===== src/rtl/prefsize_pkg.sv =====
// Shared types and default sizing for the prefetch transfer-size counter.
// Saturating underflow is selected at build time with PREFSIZE_SAT_EN.
package prefsize_pkg;

   localparam int PS_WIDTH  = 23;
   localparam int PS_STEP_W = 3;
   localparam int PS_GROUP  = 7;

   typedef enum logic [0:0] {
      PS_IDLE = 1'b0,
      PS_RUN  = 1'b1
   } ps_state_e;

endpackage


===== src/rtl/prefsize_dec.sv =====
// Combinational WIDTH-bit minus zero-extended STEP_W-bit decrementer built from
// GROUP-bit ripple groups joined by a carry-skip borrow chain.
module prefsize_dec
   import prefsize_pkg::*;
#(
   parameter int WIDTH  = PS_WIDTH,
   parameter int STEP_W = PS_STEP_W,
   parameter int GROUP  = PS_GROUP
) (
   input  logic [WIDTH-1:0]  a,
   input  logic [STEP_W-1:0] b,
   output logic [WIDTH-1:0]  diff,
   output logic              borrow
);

   localparam int NG = (WIDTH + GROUP - 1) / GROUP;

   logic [WIDTH-1:0] b_ext_s;

   assign b_ext_s = {{(WIDTH - STEP_W){1'b0}}, b};

   for (genvar g = 0; g < NG; g++) begin : g_grp
      localparam int LO = g * GROUP;
      localparam int HI = ((LO + GROUP) > WIDTH) ? WIDTH : (LO + GROUP);
      localparam int N  = HI - LO;

      logic [N-1:0] a_grp_s;
      logic [N-1:0] b_grp_s;
      logic [N-1:0] x_grp_s;
      logic [N-1:0] d_grp_s;
      logic         bin_s;
      logic         bout_s;
      logic         gen_s;
      logic         skip_s;

      if (g == 0) begin : g_first
         assign bin_s = 1'b0;
      end else begin : g_next
         assign bin_s = g_grp[g-1].bout_s;
      end

      assign a_grp_s = a[HI-1:LO];
      assign b_grp_s = b_ext_s[HI-1:LO];
      assign x_grp_s = a_grp_s ^ b_grp_s;

      // Ripple the real borrow for the difference bits, and in parallel the
      // borrow this group generates on its own (borrow-in forced to zero).
      always_comb begin : ripple
         logic rip_s;
         logic gacc_s;
         d_grp_s = {N{1'b0}};
         rip_s   = bin_s;
         gacc_s  = 1'b0;
         for (int i = 0; i < N; i++) begin
            d_grp_s[i] = x_grp_s[i] ^ rip_s;
            rip_s      = (~a_grp_s[i] & b_grp_s[i]) | (~x_grp_s[i] & rip_s);
            gacc_s     = (~a_grp_s[i] & b_grp_s[i]) | (~x_grp_s[i] & gacc_s);
         end
         gen_s = gacc_s;
      end

      // When every bit pair matches, the incoming borrow passes straight through.
      assign skip_s = ~|x_grp_s;
      assign bout_s = skip_s ? bin_s : gen_s;

      assign diff[HI-1:LO] = d_grp_s;
   end

   assign borrow = g_grp[NG-1].bout_s;

endmodule


===== src/rtl/prefsize_ctr.sv =====
// Registered prefetch transfer-size counter with load, abort, done and underflow.
// Build option PREFSIZE_SAT_EN: oversize decrements saturate to zero instead of wrapping.
module prefsize_ctr
   import prefsize_pkg::*;
#(
   parameter int WIDTH  = PS_WIDTH,
   parameter int STEP_W = PS_STEP_W,
   parameter int GROUP  = PS_GROUP
) (
   input  logic              sys_clk,
   input  logic              reset,
   input  logic              ld,
   input  logic [WIDTH-1:0]  ld_val,
   input  logic              dec,
   input  logic [STEP_W-1:0] dec_amt,
   input  logic              abort,
   output logic [WIDTH-1:0]  count,
   output logic              busy,
   output logic              done,
   output logic              under,
   output logic [STEP_W-1:0] taken
);

   ps_state_e        state_r;
   logic [WIDTH-1:0] diff_s;
   logic             borrow_s;
   logic             zero_s;

   prefsize_dec #(
      .WIDTH  (WIDTH),
      .STEP_W (STEP_W),
      .GROUP  (GROUP)
   ) u_dec (
      .a      (count),
      .b      (dec_amt),
      .diff   (diff_s),
      .borrow (borrow_s)
   );

   assign zero_s = (diff_s == {WIDTH{1'b0}});

   // Control FSM and all output registers; ld outranks abort, abort outranks dec.
   always_ff @(posedge sys_clk) begin
      if (reset) begin
         state_r <= PS_IDLE;
         count   <= {WIDTH{1'b0}};
         busy    <= 1'b0;
         done    <= 1'b0;
         under   <= 1'b0;
         taken   <= {STEP_W{1'b0}};
      end else begin
         done <= 1'b0;
         if (ld) begin
            count <= ld_val;
            under <= 1'b0;
            if (ld_val != {WIDTH{1'b0}}) begin
               state_r <= PS_RUN;
               busy    <= 1'b1;
            end else begin
               state_r <= PS_IDLE;
               busy    <= 1'b0;
               done    <= 1'b1;
            end
         end else if (abort) begin
            state_r <= PS_IDLE;
            busy    <= 1'b0;
         end else begin
            case (state_r)
               PS_IDLE: begin
                  state_r <= PS_IDLE;
               end
               PS_RUN: begin
                  if (dec) begin
                     if (!borrow_s) begin
                        count <= diff_s;
                        taken <= dec_amt;
                        if (zero_s) begin
                           done    <= 1'b1;
                           state_r <= PS_IDLE;
                           busy    <= 1'b0;
                        end else begin
                           state_r <= PS_RUN;
                        end
                     end else begin
`ifdef PREFSIZE_SAT_EN
                        // Only what was left can be removed; the remainder is lost.
                        count   <= {WIDTH{1'b0}};
                        taken   <= count[STEP_W-1:0];
                        under   <= 1'b1;
                        done    <= 1'b1;
                        state_r <= PS_IDLE;
                        busy    <= 1'b0;
`else
                        // Wrapped value stays in RUN; the owner is expected to abort.
                        count   <= diff_s;
                        taken   <= dec_amt;
                        under   <= 1'b1;
                        state_r <= PS_RUN;
`endif
                     end
                  end else begin
                     state_r <= PS_RUN;
                  end
               end
               default: begin
                  state_r <= PS_IDLE;
                  busy    <= 1'b0;
               end
            endcase
         end
      end
   end

endmodule


===== config.mk =====
export PLATFORM = sky130hd
export DESIGN_NAME = prefsize_ctr
export DESIGN_NICKNAME = d
export VERILOG_FILES = /design/src/rtl/prefsize_pkg.sv /design/src/rtl/prefsize_dec.sv /design/src/rtl/prefsize_ctr.sv
export SDC_FILE = /design/constraint.sdc
export NUM_CORES = 1
export LEC_CHECK = 0
export CAP_MARGIN = 5
export CORE_MARGIN = 8
export CORE_UTILIZATION = 43
export CTS_CLUSTER_DIAMETER = 50
export DETAILED_ROUTE_END_ITERATION = 16
export PLACE_DENSITY = 0.77
export SLEW_MARGIN = 20
export SYNTH_ARGS = -nofsm -noshare
export SYNTH_HDL_FRONTEND = slang
export SYNTH_HIERARCHICAL = 1
export SYNTH_SLANG_ARGS = --single-unit

===== constraint.sdc =====
create_clock -name sys_clk -period 4.23 [get_ports sys_clk]
set_input_delay 0.423 -clock sys_clk [delete_from_list [all_inputs] [get_ports sys_clk]]
set_output_delay 0.423 -clock sys_clk [all_outputs]
set_load 0.005 [all_outputs]

Yosys cells after proc, flatten, opt, wreduce, memory -nomap -nowiden
Index checks and enable logic that the tools add are counted.
{"block": "totals", "ff_bits": 30, "input_bits": 31, "wordCells": 124}
{"block": "classes", "eq_ne": 2, "bitwise": 72, "reduce_logical": 16, "mux": 28}
{"operator": "2-to-1 mux 23 bit", "count": 4}
{"operator": "inverter 1 bit", "count": 25}
{"operator": "logical NOT 23 bit", "count": 1}
{"operator": "2-to-1 mux 1 bit", "count": 23}
{"operator": "nonzero test 23 bit", "count": 1}
{"operator": "AND 1 bit", "count": 22}
{"operator": "bitwise XOR 1 bit", "count": 22}
{"operator": "OR reduction 7 bit", "count": 3}
{"operator": "AND reduction 4 bit", "count": 3}
{"operator": "nonzero test 3 bit", "count": 3}
{"operator": "bitwise XOR 7 x 3 -> 7 bit", "count": 1}
{"operator": "nonzero test 2 bit", "count": 2}
{"operator": "OR reduction 2 bit", "count": 2}
{"operator": "!= test 3 bit (second input constant)", "count": 1}
{"operator": "AND reduction 3 bit", "count": 1}
{"operator": "!= test 2 bit (second input constant)", "count": 1}
{"operator": "OR 1 bit", "count": 2}
{"operator": "case mux 1 bit (2 select lines)", "count": 1}

Longest topological paths before layout
Gate-level depths: netlist of the first run.
{"block": "logic_depth", "word_depth": 26, "ltp_mapped": 23, "depth_no_buf": 23}

Cells and area by module
Netlist of the first run, hierarchy kept.
{"mod": "prefsize_ctr", "instances": 1, "cells_per_inst": 157, "seq_area_each_um2": 600.6, "area_per_inst_um2": 1442.6}
{"mod": "prefsize_dec", "instances": 1, "cells_per_inst": 79, "seq_area_each_um2": 0.0, "area_per_inst_um2": 559.3}

Worst setup path after synthesis of the first run
OpenSTA, ideal clock, no wires.
{"block": "synth_path", "path_kind": "input to register", "from": "input dec_amt[0]", "to": "register done", "arrival_time_ps": 4038, "setup_time_ps": 58, "setup_slack_ps": 133, "cell_stages": 22, "required_ps": 4172, "path_cell_list": "ha_1 inv_1 fa_1 inv_1 fa_1 ha_1 ha_1 ha_1 ha_1 o31ai_4 inv_1 ha_1 ha_1 ha_1 ha_1 ha_1 ha_1 xor2_1 nor4b_2 nand4_1 nor4_2 o21ba_1"}
{"block": "synth_between", "elab_cells_between_ends": 57, "classes_between": "10 x mux; 45 x bitwise; 2 x reduce/logical"}
{"element": "start, declared", "line": "prefsize_ctr.sv:15", "rtl": "input logic [STEP_W-1:0] dec_amt,"}
{"element": "AND 1 bit (2 in a row)", "line": "prefsize_dec.sv:57", "rtl": "gacc_s = (~a_grp_s[i] & b_grp_s[i]) | (~x_grp_s[i] & gacc_s);"}
{"element": "OR 1 bit", "line": "prefsize_dec.sv:57"}
{"element": "AND 1 bit", "line": "prefsize_dec.sv:57"}
{"element": "OR 1 bit", "line": "prefsize_dec.sv:57"}
{"element": "AND 1 bit (4 in a row)", "line": "prefsize_dec.sv:57"}
{"element": "2-to-1 mux 1 bit *", "line": "prefsize_dec.sv:64", "rtl": "assign bout_s = skip_s ? bin_s : gen_s;"}
{"element": "AND 1 bit * (6 in a row)", "line": "prefsize_dec.sv:56", "rtl": "rip_s = (~a_grp_s[i] & b_grp_s[i]) | (~x_grp_s[i] & rip_s);"}
{"element": "bitwise XOR 1 bit *", "line": "prefsize_dec.sv:55", "rtl": "d_grp_s[i] = x_grp_s[i] ^ rip_s;"}
{"element": "net diff_s[13]", "line": "prefsize_ctr.sv:25", "rtl": "logic [WIDTH-1:0] diff_s;"}
{"element": "logical NOT 23 bit *", "line": "prefsize_ctr.sv:40", "rtl": "assign zero_s = (diff_s == {WIDTH{1'b0}});"}
{"element": "2-to-1 mux 1 bit *", "line": "prefsize_ctr.sv:77", "rtl": "if (zero_s) begin"}
{"element": "2-to-1 mux 1 bit *", "line": "prefsize_ctr.sv:74", "rtl": "if (!borrow_s) begin"}
{"element": "2-to-1 mux 1 bit *", "line": "prefsize_ctr.sv:73", "rtl": "if (dec) begin"}
{"element": "2-to-1 mux 1 bit *", "line": "prefsize_ctr.sv:68", "rtl": "case (state_r)"}
{"element": "2-to-1 mux 1 bit *", "line": "prefsize_ctr.sv:64", "rtl": "end else if (abort) begin"}
{"element": "2-to-1 mux 1 bit *", "line": "prefsize_ctr.sv:53", "rtl": "if (ld) begin"}
{"element": "end signal, assigned", "line": "prefsize_ctr.sv:52", "rtl": "done <= 1'b0;"}
{"element": "end signal, assigned", "line": "prefsize_ctr.sv:62", "rtl": "done <= 1'b1;"}
{"element": "end signal, assigned", "line": "prefsize_ctr.sv:78", "rtl": "done <= 1'b1;"}
{"element": "end, declared", "line": "prefsize_ctr.sv:19", "rtl": "output logic done,"}
The timed path passes the listed nets; every way through them passes the cells marked *.
A chain may end at the register's enable or synchronous reset.

Worst setup path after layout of the first run
{"block": "layout_path", "from": "register count[0]", "to": "register done"}
{"block": "layout_between", "elab_cells_between_ends": 58, "classes_between": "10 x mux; 46 x bitwise; 2 x reduce/logical"}
{"element": "start, declared", "line": "prefsize_ctr.sv:17", "rtl": "output logic [WIDTH-1:0] count,"}
{"element": "start signal, assigned", "line": "prefsize_ctr.sv:46", "rtl": "count <= {WIDTH{1'b0}};"}
{"element": "start signal, assigned", "line": "prefsize_ctr.sv:54", "rtl": "count <= ld_val;"}
{"element": "start signal, assigned", "line": "prefsize_ctr.sv:75", "rtl": "count <= diff_s;"}
{"element": "inverter 1 bit", "line": "prefsize_dec.sv:57"}
{"element": "AND 1 bit (2 in a row)", "line": "prefsize_dec.sv:57"}
{"element": "OR 1 bit", "line": "prefsize_dec.sv:57"}
{"element": "AND 1 bit", "line": "prefsize_dec.sv:57"}
{"element": "OR 1 bit", "line": "prefsize_dec.sv:57"}
{"element": "AND 1 bit (4 in a row)", "line": "prefsize_dec.sv:57"}
{"element": "2-to-1 mux 1 bit *", "line": "prefsize_dec.sv:64"}
{"element": "AND 1 bit * (6 in a row)", "line": "prefsize_dec.sv:56"}
{"element": "bitwise XOR 1 bit *", "line": "prefsize_dec.sv:55"}
{"element": "net diff_s[13]", "line": "prefsize_ctr.sv:25"}
{"element": "logical NOT 23 bit *", "line": "prefsize_ctr.sv:40"}
{"element": "2-to-1 mux 1 bit *", "line": "prefsize_ctr.sv:77"}
{"element": "2-to-1 mux 1 bit *", "line": "prefsize_ctr.sv:74"}
{"element": "2-to-1 mux 1 bit *", "line": "prefsize_ctr.sv:73"}
{"element": "2-to-1 mux 1 bit *", "line": "prefsize_ctr.sv:68"}
{"element": "2-to-1 mux 1 bit *", "line": "prefsize_ctr.sv:64"}
{"element": "2-to-1 mux 1 bit *", "line": "prefsize_ctr.sv:53"}
Marked as above.

==> flow_summary_export.csv, run 1 <==
group,metric,value,unit
floorplanning,die_y,84.23,um
clocking,cts_sinks,30,
worst_hold_path,hold_path_end,"taken[0]$_SDFFE_PP0P_",
drt,drc,0,
place,port_buffers,59,
setup_path,crit_path_max_fanout,3,
drt,routed_via_density,5.401,
floorplanning,die_area,7095,um2
drt,highest_layer,"met4",
timing,rsz0062_at_grt,"yes",
drt,met1Wirelength,2318,um
setup_path,rr_startpoint,"count[0]$_SDFFE_PP0P_",
setup_path,ff2ff_path_depth,23,
final_layout,multi_input_area,1295,um2
yosys,synth.yosys.warnings,6,
setup_path,ff2ff_setup_slack,0.01,ns
drt,wl_met2,2948,um
yosys,synth_top_cell_by_area,"dfxtp_1",
final_layout,fin_util,63.32,%
timing,worst_pin_slew,0.7763,ns
drt,drt_iter0_drc,117,
yosys,syn_nets,289,
place,hpwl,4057,um
clocking,h-tree-depth,2,
floorplanning,dieWidth,84.23,um
drt,vias,1928,
setup_path,crit_type,"reg -> reg",
global_routing,antenna_found_initial,0,
yosys,synth-seq-cells,30,
yosys,synth_edf_count,0,
final_layout,final_nets,355,
place,routabilityCongestion,0.7938,
timing,fmax,237.2,MHz
setup_path,critical_path_arrival,4.45,ns
status,status,"finished, final reports clean",
floorplanning,initial_utilization,43.54,%
yosys,yosysSeqAreaShare,30.00,%
yosys,synth.most_common_cell,"inv_1",
yosys,synth_flop_cell,"dfxtp_1",
global_routing,grt_usage,14.58,%
yosys,yosys-top-cells-count,"inv_1 (46), dfxtp_1 (30), nor2_1 (29)",
setup_path,critPathLaunchType,"flip-flop",
setup_path,setup.worst_path.end_class,"flip-flop",
drt,dr_wl_met3,332,um
setup_path,crit_required,4.46,ns
floorplanning,coreArea,4598,um2
clocking,clkLatencyLatePin,0.28,ns
clocking,cts_max_path_buffers,2,
yosys,netlist-cell-type-count,31,
timing,tns,0,ns
timing,slew_headroom,48.17,%
global_routing,grt-ovfl-total,0,
final_layout,n_antenna_cell,0,
drt,wl_per_cell,16.03,um
setup_path,r2r_end,"done$_SDFF_PP0_",
yosys,syn_area,2002,um2
pwr,powerDensity,276.7,nW/um2
timing,fin_worst_skew,0.006315,ns
timing,setup_viol,0,
timing,hold_viol,0,
yosys,syn_avg_cell_area,8.483,um2
timing,finalCriticalPeriod,4.216,ns
global_routing,grt_max_degree,50,
global_routing,grt_pass1_wl,8618,um
final_layout,drive_gt1_share,14.19,%
global_routing,first_global_vias,1906,
yosys,synth_area_leaders,"dfxtp_1 (30%), ha_1 (13%), mux2i_1 (12%)",
drt,firstDrtPassIters,4,
final_layout,area_growth,45.44,%
floorplanning,fp-row-count,25,
timing,final-max-slew-violation-count,0,
clocking,clkSlewWorstSetupHoldPaths,0.06,ns
clocking,cts_buffers,5,
pwr,vdd_drop_max,0.0002475,V
pwr,p_leak,1.348,nW
clocking,cts_tree,"yes",
yosys,netlist.area_leader.share,30.00,%
worst_hold_path,hold_start,"taken[0]$_SDFFE_PP0P_",
yosys,synthArstFlopShare,0,%
final_layout,regArea,601.8,um2
worst_hold_path,hold_path_depth,2,
drt,drt-total-wl,5722,um
yosys,syn_inst,236,
worst_hold_path,hp-class,"reg -> reg",
floorplanning,ios,60,
final_layout,fillers,389,
drt,postRouteAntennaNets,0,
clocking,cts-root-buf,"clkbuf_8",
flow_run,maxCapViolations,0,
timing,finalCritPeriodShare,99.67,%
per-layer routing:
layer  global-route usage (%)  vias up
met2                    24.23       61
met5                        0        -
met4                    5.024        0
met1                    17.05      918
met3                    4.743       10
li1                         -      939
critical path: stages (launching register included):
cell     delay, ns
dfxtp_2       0.34
inv_2         0.05
ha_4          0.15
inv_2         0.05
fa_2          0.18
inv_2         0.05
fa_2          0.42
ha_4          0.18
ha_4          0.15
ha_4          0.15
ha_4          0.16
o31ai_4       0.06
inv_1         0.08
ha_2          0.20
ha_4          0.16
ha_4          0.15
ha_4          0.15
ha_4          0.16
ha_4          0.17
xor2_4        0.18
nor4b_2       0.30
nand4_1       0.21
nor4_2        0.28
o21ba_1       0.16
report_power, final:
part,internal (W),switching (W)
Combinational,0.000130,0.000113
Sequential,0.000301,0.0000192
Clock,0.000131,0.000111
registers in the layout, summed over array words and instances (netlist names):
signal,count
busy,1
count,23
taken,3
under,1
state_r,1
done,1
stage by stage:
stage	cell area (um2)	power, W	worst slack, ns	instances	hold slack, ns
final	2912	0.0008057	0.01381	357	0.4766
after global routing	2912	0.0008511	-0.1685	357	0.5112
after CTS	2764	0.0007792	0.008138	356	0.4814
after detailed placement	2649	0.0005350	-0.6151	347	0.4718
after global placement	2649	0.0005305	-0.4218	347	0.4646
after floorplan	2002	0.0004327	0.1332	236	0.4668
logic make-up after synthesis:
family                     Yosys count  synth area share [%]
and+or+nand+nor                     63                 16.25
buffers and inverters               59                 13.12
xor gates and xnor gates             3                 1.313
DFF                                 30                 30.00
adders and majority gates           22                 14.50
muxes                               23                 11.50
AOI/OAI and AO/OA                   36                 13.31
final cells by class:
type                       count  area share (%)
clock inverter                 1          0.1719
multi-input combinational    147           44.48
inverter                      47           6.059
sequential                    30           20.67
tap                           54           2.321
timing repair buffer          71           23.33
clock buffer                   7           2.965
placed cells by master (no fill, tap or decap), types with 2 or more instances in the layout:
cell and instances:
clkdlybuf4s50_1 57, inv_1 43, nor2_1 29, dfxtp_1 29
mux2i_1 23, a211oi_1 23, buf_4 12, nor4_1 10
ha_4 10, ha_1 9, nand2_1 6, clkbuf_8 6
nor3_1 5, a21oi_1 5, inv_2 4, nand4_1 4
o21ai_0 4, nor4_2 2, nand3_1 2, xor2_1 2
fa_2 2
timing repair:
item	4_1_cts	5_1_grt
setup endpoints to repair	3	3
resized for setup	8	25
hold buffers	0	0
pin swaps	4	14
setup buffers	1	1
worst max path at each step:
stage,start,end,slack (ns),cells past startpoint
after floorplan,dec_amt[0],done$_SDFF_PP0_,0.13,22
after global placement,dec_amt[0],busy$_SDFFE_PP0P_,-0.42,23
after detailed placement,dec_amt[0],done$_SDFF_PP0_,-0.62,23
after CTS,dec_amt[0],done$_SDFF_PP0_,0.008,23
after global routing,count[0]$_SDFFE_PP0P_,done$_SDFF_PP0_,-0.17,23
final,count[0]$_SDFFE_PP0P_,done$_SDFF_PP0_,0.01,23
(Power assumes the default switching activity.)
==> run 2, diff against run 1 <==
- CORE_ASPECT_RATIO: unset -> 2
==> flow_summary_export.csv, run 2 (same netlist as run 1, synthesis figures left out) <==
group,metric,value,unit
global_routing,first_global_vias,2118,
clocking,cts_sinks,30,
timing,final-max-slew-violation-count,0,
floorplanning,initial_utilization,43.96,%
pwr,p_int,0.0005609,W
setup_path,cpPeakStageDelay,0.36,ns
setup_path,path_cells,"clkdlybuf4s15_1 > ha_4 > inv_2 > fa_2 > inv_2 > fa_2 > ha_4 > ha_4 > ha_4 > ha_4 > o31ai_4 > inv_1 > ha_2 > ha_4 > ha_4 > ha_4 > ha_4 > ha_4 > xor2_2 > nor4b_2 > nand4_1 > nor4_2 > o21ba_1",
setup_path,critical_path_arrival,4.39,ns
pwr,powerDensity,276.4,nW/um2
drt,drc,0,
setup_path,crit_required,4.46,ns
global_routing,grt-ovfl-total,0,
final_layout,largest-register,"count",
timing,fin_worst_skew,0.005517,ns
final_layout,final_common_cell,"clkdlybuf4s50_1",
floorplanning,die_y,112.5,um
timing,rsz0062_at_grt,"yes",
timing,setup_viol,0,
drt,vias,1928,
place,hpwl,4438,um
final_layout,n_antenna_cell,0,
clocking,cts-root-buf,"clkbuf_8",
pwr,swShare,30.10,%
global_routing,grt_max_degree,50,
global_routing,grt_usage,16.40,%
final_layout,largest_reg_flops,23,
timing,finalCritPeriodShare,98.43,%
clocking,clkLatencyLatePin,0.29,ns
timing,whs,0.4766,ns
final_layout,drive_gt1_share,14.57,%
floorplanning,ios,60,
pwr,p_clk_share,29.9,%
status,status,"finished, final reports clean",
timing,finalCriticalPeriod,4.163,ns
worst_hold_path,hp-class,"reg -> reg",
setup_path,setup.worst_path.end_class,"flip-flop",
global_routing,grt_pass1_wl,9446,um
drt,wl_per_cell,16.45,um
drt,drt_iter0_drc,52,
final_layout,layout_common_cells,"clkdlybuf4s50_1 (56), inv_1 (43), nor2_1 (29), dfxtp_1 (29)",
pwr,comb_power_share,30.3,%
place,port_buffers,59,
setup_path,crit_path_top_delay_cell,"fa_2",
floorplanning,fp-row-count,35,
clocking,cts_buffers,5,
timing,worst_pin_slew,0.7758,ns
setup_path,crit_path_max_fanout,3,
floorplanning,dieWidth,64.25,um
place,placed_area,2650,um2
pwr,vdd_drop_max,0.0002758,V
pwr,p_sw,0.0002415,W
final_layout,fin_area,2903,um2
setup_path,crit_type,"in -> reg",
timing,fmax,240.2,MHz
final_layout,fillers,413,
place,routabilityCongestion,0.9398,
drt,dr_wl_met3,229,um
flow_run,maxCapViolations,0,
floorplanning,die_area,7227,um2
pwr,p_leak,1.344,nW
setup_path,cpMostUsedCell,"ha_4",
drt,postRouteAntennaNets,0,
final_layout,area_growth,45.00,%
drt,drt-total-wl,5873,um
clocking,cts_tree,"yes",
setup_path,critPathLaunchType,"primary input",
timing,hold_viol,0,
clocking,clkSlewWorstSetupHoldPaths,0.06,ns
drt,routed_via_density,5.401,
drt,wl_met2,3354,um
drt,firstDrtPassIters,4,
global_routing,antenna_found_initial,0,
drt,met1Wirelength,2029,um
clocking,h-tree-depth,2,
floorplanning,coreArea,4554,um2
timing,slew_headroom,48.21,%
final_layout,largestRegisters,"count (23), taken (3)",
clocking,cts_max_path_buffers,2,
drt,highest_layer,"met4",
pwr,p_seq_share,39.8,%
final_layout,final_nets,354,
## run 2: changes by cell type in the layout (fill, tap and decap cells not counted), sizes merged
cell           before  now
clkdlybuf4s50      57   56
## run 2: per-stage QoR
stage,setup slack [ns],setup TNS [ns],power (W),util (%),cells
floorplan,0.1332,0,0.0004327,-,236
global placement,-0.5931,-1.981,0.0005366,58.19,348
detailed placement,-0.6490,-2.509,0.0005411,58.19,348
CTS,0.008124,0,0.0007930,61.92,356
global route,-0.1114,-0.2319,0.0008495,63.74,357
finish,0.06662,0,0.0008024,63.74,357
## run 2: worst paths after layout
kind                               from               endpoint  slack (ns)  cells past startpoint
hold reg to reg   taken[1]$_SDFFE_PP0P_  taken[1]$_SDFFE_PP0P_        0.48                      2
setup reg to reg  count[0]$_SDFFE_PP0P_        done$_SDFF_PP0_        0.08                     23
hold / removal    taken[1]$_SDFFE_PP0P_  taken[1]$_SDFFE_PP0P_        0.48                      2
setup / recovery             dec_amt[0]        done$_SDFF_PP0_        0.07                     23
## run 2: layer usage
layer,up-vias,global-route usage (%)
li1,937,-
met3,21,4.287
met1,918,13.82
met5,-,0
met2,52,31.51
met4,0,10.56
## run 2: what timing repair did
| item | in CTS | in global routing |
|---|---|---|
| setup buffers | 0 | 0 |
| endpoints found under the setup margin | 3 | 3 |
| gates resized for setup | 22 | 11 |
| hold buffers | 0 | 0 |
| pin swaps | 9 | 15 |
## run 2: final cells by class
type	count	area, um2	area share, %
multi-input combinational	147	1290	44.44
timing repair buffer	70	674.4	23.23
inverter	47	176.4	6.078
sequential	30	601.8	20.73
clock buffer	7	86.33	2.974
tap	55	68.82	2.371
clock inverter	1	5.005	0.1724
## run 2: power groups by stage
stage               Sequential [W]  Clock, W  Combinational [W]
floorplan                 0.000323         0           0.000110
global placement          0.000325         0           0.000212
detailed placement        0.000325         0           0.000216
CTS                       0.000320  0.000244           0.000229
global route              0.000323  0.000256           0.000271
finish                    0.000320  0.000240           0.000243
## run 2: critical path: cells and delay by family
| kind | cells | cell delay [ns] |
|---|---|---|
| and+or+nand+nor | 3 | 0.83 |
| xor gates and xnor gates | 1 | 0.18 |
| adders and majority gates | 13 | 2.36 |
| AOI/OAI and AO/OA | 2 | 0.21 |
| buffers and inverters | 4 | 0.39 |
==> run 3, diff against run 2 <==
- clock period: 4.23 -> 3.7 ns (I/O delays scaled with it)
==> flow_summary_export.csv, run 3 (same netlist as run 1, synthesis figures left out) <==
group,metric,value,unit
status,status,"finished with violations",
status,violations,"negative setup slack",
floorplanning,die_y,112.5,um
setup_path,rr_startpoint,"count[0]$_SDFFE_PP0P_",
global_routing,grt-ovfl-total,0,
global_routing,grt_pass1_wl,9929,um
setup_path,crit_type,"reg -> reg",
floorplanning,dieWidth,64.25,um
final_layout,fin_util,68.24,%
final_layout,area_growth,55.25,%
timing,finalCriticalPeriod,4.061,ns
setup_path,crit_path_top_delay_cell,"fa_2",
setup_path,crit_path_max_fanout,3,
timing,final-max-slew-violation-count,0,
pwr,vdd_drop_max,0.0002210,V
pwr,powerDensity,310.6,nW/um2
setup_path,critical_path_arrival,4.29,ns
timing,worst_slack,-0.3612,ns
final_layout,drive_gt1_share,21.73,%
global_routing,antenna_found_initial,0,
clocking,cts_sinks,30,
floorplanning,fp-row-count,35,
final_layout,fin_area,3108,um2
timing,rsz0062_at_grt,"yes",
final_layout,largestRegisters,"count (23), taken (3)",
place,port_buffers,59,
timing,slew_headroom,35.67,%
floorplanning,initial_utilization,43.96,%
final_layout,final_nets,365,
final_layout,n_antenna_cell,0,
pwr,p_leak,1.391,nW
timing,worst_pin_slew,0.9619,ns
floorplanning,die_area,7227,um2
clocking,clkLatencyLatePin,0.29,ns
place,hpwl,4841,um
setup_path,cp.depth,24,
worst_hold_path,hp-class,"reg -> reg",
drt,drc,0,
setup_path,cpPeakStageDelay,0.40,ns
clocking,cts_buffers,5,
worst_hold_path,hold_path_depth,2,
drt,drt_iter0_drc,59,
drt,routed_via_density,5.399,
drt,drt-total-wl,6430,um
setup_path,crit_buf_inv,5,
clocking,cts_max_path_buffers,2,
setup_path,ff2ff_path_depth,24,
place,routabilityCongestion,0.8934,
final_layout,largest_reg_flops,23,
global_routing,grt_max_degree,50,
setup_path,r2r_end,"done$_SDFF_PP0_",
drt,postRouteAntennaNets,0,
timing,hold_viol,0,
timing,finalCritPeriodShare,109.8,%
drt,wl_per_cell,17.47,um
flow_run,maxCapViolations,0,
clocking,h-tree-depth,2,
setup_path,cpMostUsedCell,"ha_4",
floorplanning,ios,60,
place,placed_area,2859,um2
setup_path,critPathLaunchType,"flip-flop",
setup_path,setup.worst_path.end_class,"flip-flop",
timing,fmax,246.2,MHz
pwr,finalPower,0.0009654,W
final_layout,largest-register,"count",
setup_path,crit_required,3.93,ns
drt,vias,1987,
setup_path,path_cells,"inv_2 > ha_4 > inv_2 > fa_2 > inv_2 > fa_2 > ha_4 > ha_4 > ha_4 > ha_4 > o31ai_4 > buf_6 > inv_2 > ha_4 > ha_4 > ha_4 > ha_4 > ha_4 > ha_4 > xor2_2 > nor4b_2 > nand4_1 > nor4_2 > o21ba_1",
setup_path,crit_family,"adder cells",
timing,fin_worst_skew,0.007498,ns
global_routing,first_global_vias,2164,
clocking,cts_hold_buf,0,
final_layout,final_common_cell,"clkdlybuf4s50_1",
global_routing,grt_usage,17.14,%
drt,firstDrtPassIters,4,
place,dp_cells,357,
clocking,cts_tree,"yes",
setup_path,ff2ff_setup_slack,-0.36,ns
timing,setup_viol,4,
clocking,clkSlewWorstSetupHoldPaths,0.07,ns
worst_hold_path,hold_path_end,"taken[2]$_SDFFE_PP0P_",
final_layout,layout_common_cells,"clkdlybuf4s50_1 (57), inv_1 (41), dfxtp_1 (29), nor2_1 (28), mux2i_1 (21)",
floorplanning,coreArea,4554,um2
worst_hold_path,hold_start,"taken[2]$_SDFFE_PP0P_",
final_layout,final_cells,368,
clocking,cts-root-buf,"clkbuf_8",
## run 3: cell count changes in the layout (fill, tap and decap cells not counted), sizes merged
| cell | change |
|---|---|
| clkdlybuf4s50 | +1 |
| clkdlybuf4s15 | -1 |
| buf | +10 |
| dlygate4sd2 | +1 |
## run 3: cell type report
type,count,area (um2)
fillers,362,1446
repair buffers,81,760.7
multi-input cells,147,1409
flip-flops and latches,30,601.8
clock buffers,7,86.33
inverters,47,176.4
well taps,55,68.82
clock inverters,1,5.005
## run 3: worst max-delay path by stage
stage	start	endpoint
finish	count[0]$_SDFFE_PP0P_	done$_SDFF_PP0_
detailed placement	dec_amt[0]	busy$_SDFFE_PP0P_
global route	count[0]$_SDFFE_PP0P_	done$_SDFF_PP0_
global placement	dec_amt[0]	done$_SDFF_PP0_
floorplan	count[0]$_SDFFE_PP0P_	done$_SDFF_PP0_
CTS	count[0]$_SDFFE_PP0P_	done$_SDFF_PP0_
## run 3: metrics by stage
| step | worst slack [ns] | TNS [ns] | hold slack (ns) |
|---|---|---|---|
| final | -0.3612 | -1.166 | 0.4770 |
| after global routing | -0.5145 | -1.794 | 0.5086 |
| after CTS | -0.3943 | -1.227 | 0.4786 |
| after detailed placement | -0.9882 | -6.174 | 0.4682 |
| after global placement | -0.9512 | -5.403 | 0.4657 |
| after floorplan | -0.1842 | -0.4946 | 0.4668 |
## run 3: report_power, final
| part | switching (W) | internal (W) | total, W |
|---|---|---|---|
| clock network | 0.000130 | 0.000150 | 0.000280 |
| registers | 0.0000227 | 0.000344 | 0.000367 |
| logic | 0.000146 | 0.000173 | 0.000319 |
## run 3: worst reg2reg max path: cells and delay by family, from the launching register on
kind                     cells  cell delay [ns]
AO/OA/AOI/OAI                2             0.23
flip-flops                   1             0.34
XOR/XNOR                     1             0.18
buffers and inverters        5             0.30
AND/OR/NAND/NOR              3             0.68
adder cells (fa/ha/maj)     13             2.28
## run 3: timing repair
item | 4_1_cts | 5_1_grt
gates resized for setup | 10 | 18
buffers inserted | 1 | 3
pin swaps | 20 | 11
setup endpoints to repair | 9 | 6
endpoints found under the hold margin | 0 | 0
## run 3: per-layer routing
metal / share of wire, % / global-route usage (%)
met5: 0 / 0
met1: 35 / 15.10
met2: 58 / 32.44
met4: 3.5 / 10.70
met3: 4.1 / 4.287
